## src/rtl/ssd1306_spi_arbiter.sv

```systemverilog
// Two-port burst arbiter in front of the SSD1306 SPI byte shifter.
// Owns chip-select and D/C; a stalled owner is released after an idle timeout.
module ssd1306_spi_arbiter #(
    parameter int RR_MODE        = 0,
    parameter int TIMEOUT_CYCLES = 4096,
    parameter int CNT_WIDTH      = 16
) (
    input  logic                 clk_in,
    input  logic                 resetn_in,
    input  logic                 req0_start_in,
    input  logic [7:0]           req0_byte_in,
    input  logic                 req0_last_in,
    input  logic                 req0_dc_in,
    output logic                 req0_ready_out,
    input  logic                 req1_start_in,
    input  logic [7:0]           req1_byte_in,
    input  logic                 req1_last_in,
    input  logic                 req1_dc_in,
    output logic                 req1_ready_out,
    output logic                 sr_start_out,
    output logic [7:0]           sr_byte_out,
    input  logic                 sr_ready_in,
    output logic                 oled_dc_out,
    output logic                 oled_csn_out,
    output logic [1:0]           grant_out,
    output logic                 busy_out,
    output logic                 timeout_out,
    output logic [CNT_WIDTH-1:0] byte_count_out
);

    typedef enum logic [1:0] {
        S_IDLE,
        S_LOCKED,
        S_SEND,
        S_WAIT
    } state_e;

    localparam logic [31:0] TO_LIM = 32'(TIMEOUT_CYCLES - 1);

    state_e               state_q, state_d;
    logic [1:0]           own_q, own_d;
    logic [1:0]           rdy_q, rdy_d;
    logic [7:0]           byte_q, byte_d;
    logic                 dc_q, dc_d;
    logic                 last_q, last_d;
    logic                 csn_q, csn_d;
    logic                 to_q, to_d;
    logic                 rrl_q, rrl_d;
    logic [CNT_WIDTH-1:0] cnt_q, cnt_d;
    logic [31:0]          idle_q, idle_d;

    logic [1:0] starts;
    logic [1:0] win;
    logic       acc;
    logic [1:0] acc_sel;

    assign starts = {req1_start_in, req0_start_in};

    // rrl_q set means port 1 was granted last, so port 0 wins a tie
    always_comb begin
        win = 2'b00;
        if (&starts) begin
            win = (RR_MODE != 0 && !rrl_q) ? 2'b10 : 2'b01;
        end else if (starts[0]) begin
            win = 2'b01;
        end else if (starts[1]) begin
            win = 2'b10;
        end
    end

    always_comb begin
        state_d = state_q;
        own_d   = own_q;
        rdy_d   = rdy_q;
        byte_d  = byte_q;
        dc_d    = dc_q;
        last_d  = last_q;
        csn_d   = csn_q;
        to_d    = 1'b0;
        rrl_d   = rrl_q;
        cnt_d   = cnt_q;
        idle_d  = idle_q;
        acc     = 1'b0;
        acc_sel = 2'b00;
        unique case (state_q)
            S_IDLE: begin
                if (sr_ready_in && |win) begin
                    acc     = 1'b1;
                    acc_sel = win;
                    cnt_d   = '0;
                    csn_d   = 1'b0;
                end
            end
            S_LOCKED: begin
                if (sr_ready_in && |(own_q & starts)) begin
                    acc     = 1'b1;
                    acc_sel = own_q;
                    idle_d  = '0;
                end else if (TIMEOUT_CYCLES != 0 && idle_q == TO_LIM) begin
                    own_d   = 2'b00;
                    csn_d   = 1'b1;
                    to_d    = 1'b1;
                    state_d = S_IDLE;
                end else begin
                    idle_d = idle_q + 32'd1;
                end
            end
            S_SEND: begin
                if (!sr_ready_in) begin
                    state_d = S_WAIT;
                end
            end
            S_WAIT: begin
                if (sr_ready_in) begin
                    cnt_d = (&cnt_q) ? cnt_q : cnt_q + 1'b1;
                    rdy_d = rdy_q | own_q;
                    if (last_q) begin
                        own_d   = 2'b00;
                        csn_d   = 1'b1;
                        rrl_d   = own_q[1];
                        state_d = S_IDLE;
                    end else begin
                        idle_d  = '0;
                        state_d = S_LOCKED;
                    end
                end
            end
            default: state_d = S_IDLE;
        endcase
        if (acc) begin
            own_d   = acc_sel;
            byte_d  = acc_sel[1] ? req1_byte_in : req0_byte_in;
            dc_d    = acc_sel[1] ? req1_dc_in : req0_dc_in;
            last_d  = acc_sel[1] ? req1_last_in : req0_last_in;
            rdy_d   = rdy_q & ~acc_sel;
            state_d = S_SEND;
        end
    end

    always_ff @(posedge clk_in or negedge resetn_in) begin
        if (!resetn_in) begin
            state_q <= S_IDLE;
            own_q   <= 2'b00;
            rdy_q   <= 2'b11;
            byte_q  <= 8'h00;
            dc_q    <= 1'b0;
            last_q  <= 1'b0;
            csn_q   <= 1'b1;
            to_q    <= 1'b0;
            rrl_q   <= 1'b1;
            cnt_q   <= '0;
            idle_q  <= '0;
        end else begin
            state_q <= state_d;
            own_q   <= own_d;
            rdy_q   <= rdy_d;
            byte_q  <= byte_d;
            dc_q    <= dc_d;
            last_q  <= last_d;
            csn_q   <= csn_d;
            to_q    <= to_d;
            rrl_q   <= rrl_d;
            cnt_q   <= cnt_d;
            idle_q  <= idle_d;
        end
    end

    assign req0_ready_out = rdy_q[0];
    assign req1_ready_out = rdy_q[1];
    assign sr_start_out   = (state_q == S_SEND);
    assign sr_byte_out    = byte_q;
    assign oled_dc_out    = dc_q;
    assign oled_csn_out   = csn_q;
    assign grant_out      = own_q;
    assign busy_out       = (state_q != S_IDLE);
    assign timeout_out    = to_q;
    assign byte_count_out = cnt_q;

endmodule

```

## config.mk

```make
export PLATFORM = sky130hd
export DESIGN_NAME = ssd1306_spi_arbiter
export DESIGN_NICKNAME = d
export VERILOG_FILES = /design/src/rtl/ssd1306_spi_arbiter.sv
export SDC_FILE = /design/constraint.sdc
export NUM_CORES = 1
export LEC_CHECK = 0
export CORE_AREA = 2 2 98 100
export DETAILED_ROUTE_END_ITERATION = 7
export DIE_AREA = 0 0 100 102
export PLACE_DENSITY_LB_ADDON = 0.05
export SYNTH_ARGS = -nofsm -noshare
export SYNTH_HDL_FRONTEND = slang
export SYNTH_SLANG_ARGS = --single-unit
```

## constraint.sdc

```tcl
create_clock -name clk_in -period 2.2 [get_ports clk_in]
set_input_delay 0.22 -clock clk_in [delete_from_list [all_inputs] [get_ports clk_in]]
set_output_delay 0.22 -clock clk_in [all_outputs]
set_load 0.01 [all_outputs]
```

==> impl_metrics.csv, run 1 <==
group,metric,value,unit
placement,place_hpwl,6482,um
yosys,synth-simple-area-share,25.21,%
setup_path,slowest_delay,0.55,ns
global_routing,grt_use_total,19.11,%
die,start_util,40.26,%
cells_and_area,antenna_cells,0,
die,rows,35,
setup_path,start_kind,"flip-flop",
min_path,min_path_type,"in2async",
yosys,ys_top_cells_by_area,"dfrtp_1 (43%), o21ai_0 (7.1%), nand2_1 (4.4%)",
yosys,synth_compound_area_share,18.39,%
detailed_routing,wl,9235,um
clock_network,clk_latency,0.34,ns
power,total_leakage_power,2.086,nW
clock_network,cts_sinks,66,
die,ioPinCount,58,
detailed_routing,ant_nets,0,
yosys,synth_edf_count,0,
setup_path,critPathLaunch,"idle_q[29]$_DFFE_PN0P_",
sta,clock.fmax,480.4,MHz
yosys,synth_nets,448,
detailed_routing,viasPerCell,5.474,
setup_path,ff2ff_path_depth,6,
yosys,synth_fa_ha_area_share,2.047,%
placement,place_ws,0.08120,ns
setup_path,worstSetupPathType,"reg2reg",
global_routing,grt_overflow,0,
sta,setup_viol,0,
detailed_routing,wl_per_cell,14.75,um
yosys,synth_cells,417,
detailed_routing,drt_iter0_drc,181,
power,switching_share,36.26,%
sta,fin_crit_sh,94.62,%
placement,io_buffers,57,
yosys,syn_area,3667,um2
setup_path,critPathArrivalTime,2.30,ns
die,die_width,100,um
clock_network,numCtsBuffers,9,
power,comb_power_share,44.1,%
setup_path,r2r_end,"state_q[0]$_DFFE_PN0P_",
yosys,seq_area_frac_synth,45.14,%
sta,finalMaxSlewViolations,0,
yosys,synth.area.mux_share,3.002,%
cells_and_area,mostFrequentLayoutCell,"dfrtp_1",
setup_path,crit_required,2.41,ns
setup_path,endpoint_kind,"flip-flop",
setup_path,cp_slowest_cell,"or4_4",
detailed_routing,drc_errors,0,
setup_path,r2r-start,"idle_q[29]$_DFFE_PN0P_",
power,internal_power,2.913,mW
yosys,synth_largest_area_cell,"dfrtp_1",
global_routing,grt_pass1_wl,15610,um
cells_and_area,final_cell_mix,"dfrtp_1 (63), clkdlybuf4s50_1 (56), o21ai_0 (52)",
power,cellPowerDensity,927.2,nW/um2
setup_path,rrSetupSlack,0.12,ns
sta,slew_headroom,67.83,%
sta,worst_slack,0.1183,ns
sta,fin_crit,2.082,ns
detailed_routing,dr.pass1.iters,4,
clock_network,cts_max_path_buffers,2,
yosys,yosysTopAreaCellShare,42.99,%
sta,hold_violations,0,
yosys,synthArstFlopShare,100.0,%
clock_network,htree_levels,3,
die,core,9109,um2
power,seq_power_share,33.9,%
global_routing,antenna_found_initial,0,
outcome,status,"completed",
yosys,yosys.cell_types.count,49,
power,p_sw,1.657,mW
die,die_y,102,um
yosys,synthXorXnorAreaFrac,2.866,%
power,ir_worst_vdd,424.9,uV
power,p_clk_share,22.0,%
yosys,synth_top_family_by_area,"simple AND/OR/NAND/NOR gates",
sta,skew,0.01368,ns
die,die_area,10200,um2
cells_and_area,final_nets,542,
clock_network,tritoncts,"yes",
setup_path,path_max_fanout,5,
sta,tightest_slew,0.4789,ns
setup_path,path_cells,"or4_4 > nor2_2 > nand4_4 > nor3b_1 > or3_4 > mux2i_1",
setup_path,crit_path_end,"state_q[0]$_DFFE_PN0P_",
yosys,synth_seq_cells,66,
yosys,synthFlopType,"dfrtp_1",
sta,setup_tns,0,ns
placement,gp_congestion,0.8478,
cells_and_area,area_delta_synth_final,34.39,%
cells_and_area,drive_gt1_share,15.34,%
yosys,syn_area_per_cell,8.794,um2
flow_run,drv_cap,0,
detailed_routing,via_count,3427,
yosys,yosys_warnings,0,
sta,rsz0062_at_grt,"false",
global_routing,grt_max_degree,67,
global_routing,grt_pass1_vias,3271,
clock_network,cts-root-buf,"clkbuf_8",
clock_network,clk_pin_slew,0.08,ns
==> logic make-up (layout without fill, tap and decap cells) <==
group,after synthesis,count (layout)
DFF,66,66
adders and majority gates,6,6
muxes,11,11
buffers and inverters,30,128
xor gates and xnor gates,12,12
and+or+nand+nor,175,175
AOI/OAI and AO/OA,117,117
==> worst max-delay path: cells and delay by family, from the launching register on <==
family | cells | cell delay, ns
AND/OR/NAND/NOR | 5 | 1.47
multiplexers | 1 | 0.12
flip-flops | 1 | 0.38
==> state kept, by name (all words and copies together), names as in the netlist <==
register,count
rdy_q,2
state_q,2
idle_q,32
grant_out,2
oled_csn_out,1
last_q,1
byte_count_out,16
sr_byte_out,8
timeout_out,1
oled_dc_out,1
==> synth_stat cells, drive strengths merged, types with 11 or more instances <==
cell	instances
a21oi	16
a31oi	11
clkbuf	12
dfrtp	63
inv	12
mux2i	11
nand2	43
nand3	19
nand4	16
nor2	44
o21ai	66
==> per-layer routing <==
layer	global-route usage [%]	up-vias	routed length, um
met1	27.16	1615	4592
li1	-	1711	-
met2	29.31	86	4074
met5	0	-	0
met3	3.420	15	430
met4	7.165	0	138
==> metrics by stage <==
step / instances / util (%) / hold slack (ns) / power [mW] / cell area [um2]
floorplan: 417 / - / -0.07559 / 2.629 / 3667
global placement: 608 / 51.07 / 0.2714 / 3.552 / 4652
finish: 626 / 54.11 / 0.4187 / 4.570 / 4928
global route: 626 / 54.11 / 0.4764 / 4.908 / 4928
detailed placement: 608 / 51.07 / 0.2765 / 3.559 / 4652
CTS: 624 / 53.21 / 0.4438 / 4.585 / 4847
==> power groups by stage <==
stage / clock network (mW) / registers [mW] / logic, mW
after floorplan: 0 / 1.62 / 1.01
after global placement: 0 / 1.57 / 1.98
after detailed placement: 0 / 1.57 / 1.98
after CTS: 1.04 / 1.55 / 1.99
after global routing: 1.08 / 1.58 / 2.25
final: 1.00 / 1.55 / 2.02
==> worst min path at each step <==
stage | start | end | slack (ns) | cells past startpoint
final | resetn_in | byte_count_out[4]$_DFFE_PN0P_ | 0.42 | 3
after global routing | resetn_in | byte_count_out[7]$_DFFE_PN0P_ | 0.48 | 3
after CTS | resetn_in | byte_count_out[4]$_DFFE_PN0P_ | 0.44 | 3
after detailed placement | resetn_in | byte_count_out[4]$_DFFE_PN0P_ | 0.28 | 2
after global placement | resetn_in | byte_count_out[7]$_DFFE_PN0P_ | 0.27 | 2
after floorplan | resetn_in | byte_count_out[0]$_DFFE_PN0P_ | -0.08 | 0
==> cell type report <==
type	instances	area (um2)
clock buffers	12	145.1
clock inverters	3	40.04
fillers	880	4180
inverters	12	45.04
multi-input cells	321	1956
flip-flops and latches	66	1655
well taps	111	138.9
repair buffers	101	948.4
==> what timing repair did <==
item                                   CTS  global route
gates resized for setup                  0            11
setup endpoints to repair                0            27
hold buffers                             1             0
setup buffers                            0             2
endpoints found under the hold margin   63             0
Power figures use the tool's default switching activity.
==> inputs of run 2 (changes only) <==
Settings changed: SETUP_SLACK_MARGIN set to 0.4.
==> run 2 against run 1 <==
Effect of this change: hold slack worse by 0.11 ns; global-route usage up 3.1 points; total power up 31%; maximum frequency fell by 1.0%; combinational power increased by 68%; final area grew 28%; setup slack worse by 0.022 ns; sequential cell count unchanged; count of clock-buffer cells in the layout increased by 2; final cell count increased by 10%; critical endpoint is now state_q[1]$_DFFE_PN0P_; largest power group unchanged.
==> impl_metrics.csv, run 2 (synthesis gave the netlist of run 1 again) <==
group,metric,value,unit
outcome,status,"completed",
clock_network,cts-root-buf,"clkbuf_8",
sta,skew,0.01518,ns
sta,fin_crit,2.104,ns
global_routing,grt_pass1_vias,3654,
cells_and_area,final_cell_mix,"buf_4 (72), clkdlybuf4s50_1 (54), dfrtp_1 (51)",
detailed_routing,drc_errors,0,
cells_and_area,area_delta_synth_final,72.33,%
cells_and_area,antenna_cells,0,
sta,worst_slack,0.09626,ns
die,rows,35,
sta,tightest_slew,0.5252,ns
setup_path,worstSetupPathType,"reg2reg",
global_routing,grt_overflow,0,
clock_network,clk_pin_slew,0.08,ns
detailed_routing,drt_iter0_drc,175,
sta,hold-worst-slack,0.3075,ns
setup_path,r2r-start,"state_q[1]$_DFFE_PN0P_",
detailed_routing,ant_nets,0,
power,power,5.966,mW
die,start_util,40.26,%
detailed_routing,viasPerCell,5.647,
cells_and_area,mostFrequentLayoutCell,"buf_4",
placement,place_ws,0.06424,ns
setup_path,r2r_end,"state_q[1]$_DFFE_PN0P_",
sta,slew_headroom,64.88,%
power,cellPowerDensity,944.0,nW/um2
sta,fin_crit_sh,95.62,%
power,ir_worst_vdd,469.7,uV
cells_and_area,fillers,726,
placement,gp_congestion,0.8530,
setup_path,crit_required,2.42,ns
setup_path,critPathLaunch,"state_q[1]$_DFFE_PN0P_",
die,ioPinCount,58,
detailed_routing,wl_per_cell,16.91,um
flow_run,drv_cap,0,
global_routing,grt_use_total,22.18,%
setup_path,endpoint_kind,"flip-flop",
clock_network,clk_latency,0.35,ns
global_routing,grt_max_degree,28,
clock_network,cts_sinks,66,
setup_path,slowest_delay,0.43,ns
cells_and_area,final_nets,606,
cells_and_area,drive_gt1_share,43.10,%
global_routing,grt_pass1_wl,17970,um
cells_and_area,largest_register_ffs,32,
cells_and_area,top_register,"idle_q",
placement,place_hpwl,6761,um
setup_path,path_max_fanout,4,
detailed_routing,via_count,3902,
die,core,9109,um2
placement,io_buffers,57,
sta,clock.fmax,475.3,MHz
min_path,min_path_type,"in2async",
die,die_width,100,um
die,die_y,102,um
sta,hold_violations,0,
detailed_routing,dr.pass1.iters,4,
sta,setup_tns,0,ns
setup_path,cp_slowest_cell,"dfrtp_2",
sta,finalMaxSlewViolations,0,
cells_and_area,utilization,69.38,%
setup_path,critPathArrivalTime,2.32,ns
setup_path,start_kind,"flip-flop",
sta,setup_viol,0,
setup_path,path_cells,"inv_2 > ha_4 > inv_2 > or3_4 > a21oi_1 > o21ai_0 > or3_4 > a2bb2oi_2",
sta,rsz0062_at_grt,"true",
setup_path,rrSetupSlack,0.1,ns
clock_network,tritoncts,"yes",
die,die_area,10200,um2
setup_path,crit_path_end,"state_q[1]$_DFFE_PN0P_",
clock_network,htree_levels,3,
global_routing,antenna_found_initial,0,
power,total_leakage_power,2.720,nW
clock_network,numCtsBuffers,9,
clock_network,cts_max_path_buffers,2,
setup_path,ff2ff_path_depth,8,
detailed_routing,wl,11690,um
[run 2: changes by cell type in the layout (fill, tap and decap cells not counted), sizes merged]
cell | before | now
buf | 44 | 107
clkdlybuf4s50 | 56 | 54
clkbuf | 12 | 15
dlygate4sd2 | 0 | 2
bufinv | 1 | 0
inv | 12 | 11
clkinvlp | 0 | 1
[run 2: worst max-delay path: cells and delay by family, from the launching register on]
kind                     cells  cell delay (ns)
buffers and inverters        2             0.14
flip-flops                   1             0.43
adder cells (fa/ha/maj)      1             0.18
AO/OA/AOI/OAI                3             0.41
AND/OR/NAND/NOR              2             0.82
[run 2: worst min-delay path by stage]
stage                               endpoint  cells past startpoint  slack (ns)       from
2_1_floorplan  byte_count_out[0]$_DFFE_PN0P_                      0       -0.08  resetn_in
3_3_place_gp   byte_count_out[6]$_DFFE_PN0P_                      1        0.14  resetn_in
3_5_place_dp   byte_count_out[6]$_DFFE_PN0P_                      1        0.14  resetn_in
4_1_cts        byte_count_out[6]$_DFFE_PN0P_                      2        0.31  resetn_in
5_1_grt        byte_count_out[6]$_DFFE_PN0P_                      2        0.33  resetn_in
6_report       byte_count_out[6]$_DFFE_PN0P_                      2        0.31  resetn_in
[run 2: where the power goes]
part | switching [mW] | internal (mW)
clock | 0.484 | 0.502
sequential | 0.164 | 1.42
combinational | 1.70 | 1.70
[run 2: timing repair]
action	in CTS	in global routing
pin swaps	33	40
gates cloned	3	1
setup endpoints to repair	66	65
endpoints found under the hold margin	12	0
resized for setup	106	102
setup buffers	30	29
hold buffers	1	0
[run 2: through the flow]
stage,cells,cell area [um2]
2_1_floorplan,417,3789
3_3_place_gp,611,4802
3_5_place_dp,611,4802
4_1_cts,661,5668
5_1_grt,691,6320
6_report,691,6320
[run 2: layer usage]
metal	share of wire (%)	up-vias	GRT usage (%)	wire (um)
met5	0	-	0	0
met4	1.8	0	8.114	208
met3	5.1	16	3.557	599
met2	51	112	37.63	5904
met1	43	1917	28.88	4975
li1	-	1857	-	-
[run 2: layout make-up]
class | count | area, um2 | area share [%]
clock buffer | 14 | 172.7 | 2.732
clock inverter | 2 | 12.51 | 0.1980
sequential | 66 | 1670 | 26.43
inverter | 12 | 65.06 | 1.029
timing repair buffer | 165 | 1657 | 26.21
multi-input combinational | 321 | 2604 | 41.20
tap | 111 | 138.9 | 2.198
